===== src/rtl/stb_switch_pkg.sv =====
// Shared constants and types for the STB/DTB port switch sequencer:
// control-word bit layout, park words, FSM states and owner encoding.
package stb_switch_pkg;

  localparam int MODE_STB = 5;
  localparam int MODE_SPI = 4;
  localparam int SPI_POL  = 3;
  localparam int CS_LSB   = 0;

  localparam logic [5:0] CTRL_DTB      = 6'b000000;
  localparam logic [5:0] CTRL_STB_IDLE = 6'b100000;

  typedef enum logic [1:0] {IDLE, SETUP, GRANT, RELEASE} state_t;
  typedef enum logic {OWN_SPI, OWN_I2C} owner_t;

  function automatic logic [5:0] spi_word(input logic pol, input logic [2:0] cs);
    logic [5:0] w;
    w              = '0;
    w[MODE_STB]    = 1'b1;
    w[MODE_SPI]    = 1'b1;
    w[SPI_POL]     = pol;
    w[CS_LSB +: 3] = cs;
    return w;
  endfunction

endpackage


===== src/rtl/stb_settle_timer.sv =====
// Loadable down-counter; expire is high during the last counted cycle.
// Used for settle guard times and for the grant watchdog.
module stb_settle_timer #(
  parameter int W = 8
) (
  input  logic         clk,
  input  logic         nReset,
  input  logic         load,
  input  logic [W-1:0] load_val,
  output logic         expire
);

  logic [W-1:0] cnt;

  always_ff @(posedge clk) begin
    if (!nReset)
      cnt <= '0;
    else if (load)
      cnt <= load_val;
    else if (cnt != '0)
      cnt <= cnt - 1'b1;
  end

  assign expire = (cnt == W'(1));

endmodule


===== src/rtl/stb_switch_ctrl.sv =====
// Round-robin SPI/I2C owner of the STB/DTB switch control word with settle
// guards. Optional grant watchdog: define STB_SWITCH_CTRL_TIMEOUT_EN.
module stb_switch_ctrl
  import stb_switch_pkg::*;
#(
  parameter int SETTLE_CYCLES  = 8,
  parameter int CNT_W          = 8,
  parameter int TIMEOUT_CYCLES = 65535
) (
  input  logic       clk,
  input  logic       nReset,
  input  logic       stb_en,
  input  logic       spi_req,
  input  logic [2:0] spi_cs_req,
  input  logic       spi_pol_req,
  output logic       spi_gnt,
  input  logic       spi_done,
  input  logic       i2c_req,
  output logic       i2c_gnt,
  input  logic       i2c_done,
  output logic [5:0] ctrl,
  output logic       busy,
  output logic       timeout_err,
  input  logic       err_clr
);

  state_t     state, state_n;
  owner_t     owner, owner_n, last_own, last_own_n;
  logic [5:0] ctrl_n;
  logic       spi_gnt_n, i2c_gnt_n;
  logic       settle_load, settle_exp;
  logic       wd_load, wd_exp, timeout_hit;
  logic       owner_done;
  owner_t     pick;

  stb_settle_timer #(.W(CNT_W)) u_settle (
    .clk      (clk),
    .nReset   (nReset),
    .load     (settle_load),
    .load_val (CNT_W'(SETTLE_CYCLES)),
    .expire   (settle_exp)
  );

  // Tie goes to whoever did not own the port last.
  always_comb begin
    pick = OWN_SPI;
    if (spi_req && i2c_req)
      pick = (last_own == OWN_SPI) ? OWN_I2C : OWN_SPI;
    else if (i2c_req)
      pick = OWN_I2C;
  end

  assign owner_done = (owner == OWN_SPI) ? spi_done : i2c_done;

  always_comb begin
    state_n     = state;
    ctrl_n      = ctrl;
    spi_gnt_n   = spi_gnt;
    i2c_gnt_n   = i2c_gnt;
    owner_n     = owner;
    last_own_n  = last_own;
    settle_load = 1'b0;
    wd_load     = 1'b0;
    timeout_hit = 1'b0;
    case (state)
      IDLE: begin
        ctrl_n = stb_en ? CTRL_STB_IDLE : CTRL_DTB;
        if (stb_en && (spi_req || i2c_req)) begin
          owner_n     = pick;
          ctrl_n      = (pick == OWN_SPI) ? spi_word(spi_pol_req, spi_cs_req) : CTRL_STB_IDLE;
          settle_load = 1'b1;
          state_n     = SETUP;
        end
      end
      SETUP: begin
        if (settle_exp) begin
          spi_gnt_n = (owner == OWN_SPI);
          i2c_gnt_n = (owner == OWN_I2C);
          wd_load   = 1'b1;
          state_n   = GRANT;
        end
      end
      GRANT: begin
        if (owner_done || wd_exp) begin
          spi_gnt_n   = 1'b0;
          i2c_gnt_n   = 1'b0;
          // A grant only exists when stb_en was 1 in IDLE, so park in STB mode.
          ctrl_n      = CTRL_STB_IDLE;
          last_own_n  = owner;
          settle_load = 1'b1;
          timeout_hit = wd_exp;
          state_n     = RELEASE;
        end
      end
      RELEASE: begin
        if (settle_exp)
          state_n = IDLE;
      end
    endcase
  end

  always_ff @(posedge clk) begin
    if (!nReset) begin
      state    <= IDLE;
      ctrl     <= CTRL_DTB;
      spi_gnt  <= 1'b0;
      i2c_gnt  <= 1'b0;
      busy     <= 1'b0;
      owner    <= OWN_I2C;
      last_own <= OWN_I2C;
    end else begin
      state    <= state_n;
      ctrl     <= ctrl_n;
      spi_gnt  <= spi_gnt_n;
      i2c_gnt  <= i2c_gnt_n;
      busy     <= (state_n != IDLE);
      owner    <= owner_n;
      last_own <= last_own_n;
    end
  end

`ifdef STB_SWITCH_CTRL_TIMEOUT_EN
  localparam int TO_W = $clog2(TIMEOUT_CYCLES + 1);
  localparam int WD_W = (CNT_W > TO_W) ? CNT_W : TO_W;

  stb_settle_timer #(.W(WD_W)) u_wd (
    .clk      (clk),
    .nReset   (nReset),
    .load     (wd_load),
    .load_val (WD_W'(TIMEOUT_CYCLES)),
    .expire   (wd_exp)
  );

  always_ff @(posedge clk) begin
    if (!nReset)
      timeout_err <= 1'b0;
    else if (timeout_hit)
      timeout_err <= 1'b1;
    else if (err_clr)
      timeout_err <= 1'b0;
  end
`else
  logic unused_wd;
  assign wd_exp      = 1'b0;
  assign timeout_err = 1'b0;
  assign unused_wd   = err_clr ^ wd_load ^ timeout_hit ^ (TIMEOUT_CYCLES == 0);
`endif

endmodule


===== config.mk =====
export PLATFORM = sky130hd
export DESIGN_NAME = stb_switch_ctrl
export DESIGN_NICKNAME = d
export VERILOG_FILES = /design/src/rtl/stb_switch_pkg.sv /design/src/rtl/stb_settle_timer.sv /design/src/rtl/stb_switch_ctrl.sv
export SDC_FILE = /design/constraint.sdc
export NUM_CORES = 1
export LEC_CHECK = 0
export CORE_AREA = 5 5 50 52
export CTS_BUF_LIST = sky130_fd_sc_hd__clkbuf_8
export DETAILED_ROUTE_END_ITERATION = 8
export DIE_AREA = 0 0 55 57
export GPL_ROUTABILITY_DRIVEN = 0
export PLACE_DENSITY = 0.86
export SLEW_MARGIN = 20
export SYNTH_ARGS = -nofsm -noshare
export SYNTH_HDL_FRONTEND = slang
export SYNTH_SLANG_ARGS = --single-unit

===== constraint.sdc =====
create_clock -name clk -period 2.45 [get_ports clk]
set_input_delay 0.245 -clock clk [delete_from_list [all_inputs] [get_ports clk]]
set_output_delay 0.245 -clock clk [all_outputs]
set_load 0.05 [all_outputs]

==> impl_metrics.csv <==
group,metric,value,unit
outcome,status,"completed",
pwr,leakagePower,0.481,nW
placed_design,portBuffers,19,
setup_path,worst-path-buf-inv,1,
timing,period_minus_slack,1.78,ns
cts,cts_tree,"built",
pwr,power_frac_clock,16.4,%
final_layout,fin_util,65.0,%
synthesis,synth_cells,119,
job,cap_violations,0,
setup_path,critPathRequiredTime,2.57,ns
synthesis,syn_area,1080,sq um
timing,finalSetupViolCount,0,
timing,finalHoldViolCount,0,
synthesis,yosysTopAreaCell,"dfxtp_1",
global_route,grt_overflow,0,
setup_path,r2r_cells,5,
global_route,gr-usage-all-layers,19.0,%
cts,clkSinkCount,21,
global_route,antenna_found_initial,0,
pwr,pwr-share-comb,45.6,%
timing,max-slew-margin-rel,52.2,%
pwr,p_seq_share,38.1,%
global_route,grt_pass1_wl,4.31,mm
floorplan,num_rows,17,
detailed_routing,antenna_left,0,
cts,clk_pin_slew,0.08,ns
final_layout,layout_commonest_cell,"dfxtp_1",
cts,cts_buffers,3,
timing,worstMarginPinSlew,0.717,ns
setup_path,crit_type,"reg -> reg",
timing,fin_crit_sh,72.5,%
synthesis,yosysUniqueCellTypes,41,
setup_path,cp_max_fo,6,
detailed_routing,drtIter0Drc,14,
floorplan,die_area,3140,sq um
floorplan,die_x,55,microns
floorplan,io_pins,22,
global_route,grt_pass1_vias,972,
placed_design,dp_cells,162,
global_route,grt_max_degree,16,
detailed_routing,num_vias,989,
pwr,power_density,1050,nW/um^2
detailed_routing,drc_errors,0,
setup_path,worstSetupStartpointType,"flip-flop",
synthesis,syn_nets,134,
final_layout,final_cell_mix,"21 x dfxtp_1, 19 x clkdlybuf4s50_1, 12 x a21oi_1",
floorplan,fp.coreArea,2060,sq um
worst_hold_path,min_path_type,"reg -> reg",
cts,ctsRootBufferMaster,"clkbuf_8",
setup_path,r2r_slack,0.67,ns
synthesis,synth_area_leaders,"dfxtp_1 39%, a21oi_1 5.5%, o21a_1 4.9%",
floorplan,start_util,52.5,%
final_layout,fin_cells,166,
setup_path,crit_slowest_cell,"or3b_2",
detailed_routing,wirelength,2.56,mm
final_layout,antennaDiodeCount,0,
placed_design,hpwl,1.90,mm
timing,worst_clock_skew,0.00456,ns
timing,tns,0,ns
synthesis,synth_seq_cells,21,
pwr,internal-power,0.824,mW
cts,cts_resized,0,
cts,htreeDepth,1,
synthesis,synth_area_per_cell,9.09,sq um
setup_path,crit_chain,"inv_1, ha_1, or3b_2, nor2_1, a211oi_1",
final_layout,area_growth,23.9,%
worst_hold_path,worstHoldPathCells,2,
timing,fmax,0.563,GHz
detailed_routing,wl_per_cell,15.4,microns
detailed_routing,via_per_inst,5.96,
cts,post_cts.repair.setup_buffers,0,
pwr,ir_drop,789,uV
synthesis,synth_top_area_share,38.8,%
setup_path,cp_num_cells,5,
floorplan,fp.dieH,57,microns
cts,cts_hold_buf,0,
timing,slew_violations,0,
timing,rsz0062_at_grt,"false",
cts,clockBufferDepth,2,
final_layout,final_layout_size_suffix_gt1_share,10.9,%
setup_path,slowest_delay,0.46,ns
setup_path,cp-end-kind,"flip-flop",
pwr,p_sw_share,41.3,%
final_layout,final_net_count,154,
setup_path,critPathTopFamily,"simple AND/OR/NAND/NOR gates",
cts,clk_latency,0.26,ns
detailed_routing,dr.pass1.iters,4,
setup_path,critPathArrivalTime,1.90,ns
synthesis,ys_warn_count,0,
pwr,p_sw,0.581,mW
synthesis,yosysSeqAreaShare,38.8,%
-- registers in the layout, summed over array words and instances, names as in the netlist --
name          count
u_settle.cnt      8
ctrl              6
state             2
busy              1
i2c_gnt           1
last_own          1
owner             1
spi_gnt           1
-- Yosys cell counts --
cell / count
buf_2: 1
nor3_2: 1
nor3_1: 6
o41ai_1: 1
a211o_2: 1
or3b_2: 2
inv_1: 5
nor2b_1: 1
or2_2: 1
o21ai_1: 1
mux2i_1: 3
or4bb_1: 1
nor2_1: 1
or3_1: 2
a2bb2oi_1: 1
nand2b_1: 2
a31oi_1: 1
o221ai_1: 1
dfxtp_1: 21
nor4b_1: 4
o211ai_1: 2
o21ai_0: 10
o21ba_2: 1
nor4_1: 1
a211oi_2: 1
ha_1: 3
o21a_1: 7
nand2_1: 2
mux2_2: 1
or4_1: 2
buf_4: 1
o31ai_1: 2
or4_4: 1
a211oi_1: 3
nor3b_1: 2
xnor2_1: 2
nand3b_1: 2
conb_1: 1
a21oi_1: 12
clkbuf_1: 4
a21boi_0: 2
-- stage by stage --
stage,cell area [sq um],worst slack [ns],hold WS [ns],power (mW)
after floorplan,1080,0.911,0.396,1.02
after global placement,1290,0.676,0.488,1.14
after detailed placement,1290,0.649,0.514,1.17
after CTS,1340,0.675,0.525,1.41
after global routing,1340,0.587,0.547,1.51
final,1340,0.674,0.521,1.40
-- cells by family (layout without fill, tap and decap cells) --
family | Yosys count | in the layout | synth area share [%]
AOI/OAI and AO/OA | 46 | 46 | 27.7
and+or+nand+nor | 31 | 31 | 19.9
DFF | 21 | 21 | 38.8
buffers and inverters | 11 | 30 | 4.28
muxes | 4 | 4 | 3.82
adders and majority gates | 3 | 3 | 3.47
xor gates and xnor gates | 2 | 2 | 1.62
other | 1 | 1 | 0.346
-- worst paths after layout --
check	start	end
worst min register to register	i2c_gnt	i2c_gnt
worst max-delay path	u_settle.cnt[0]	u_settle.cnt[1]
worst max register to register	u_settle.cnt[0]	u_settle.cnt[1]
worst min-delay path	i2c_gnt	i2c_gnt
-- power by group through the flow --
stage | registers (mW) | logic, mW | clock network, mW
floorplan | 0.548 | 0.470 | 0
global placement | 0.529 | 0.611 | 0
detailed placement | 0.537 | 0.638 | 0
CTS | 0.529 | 0.641 | 0.238
global route | 0.548 | 0.703 | 0.260
finish | 0.535 | 0.640 | 0.230
-- layer usage --
metal | global-route usage, % | share of wire [%]
met1 | 23.6 | 43
met2 | 30.2 | 50
met3 | 3.13 | 4.3
met4 | 10.8 | 2.4
met5 | 0 | 0
-- layout make-up --
type | count | area, sq um
Fill cell | 177 | 722
Multi-Input combinational cell | 87 | 616
Sequential cell | 21 | 420
Timing Repair Buffer | 21 | 205
Clock buffer | 3 | 41.3
Tap cell | 28 | 35.0
Inverter | 5 | 18.8
Clock inverter | 1 | 5.00
-- worst register-to-register path, stage by stage, from the launching register on --
cell      delay (ns)
dfxtp_1         0.37
inv_1           0.12
ha_1            0.17
or3b_2          0.46
nor2_1          0.38
a211oi_1        0.14
(Power assumes the default switching activity.)
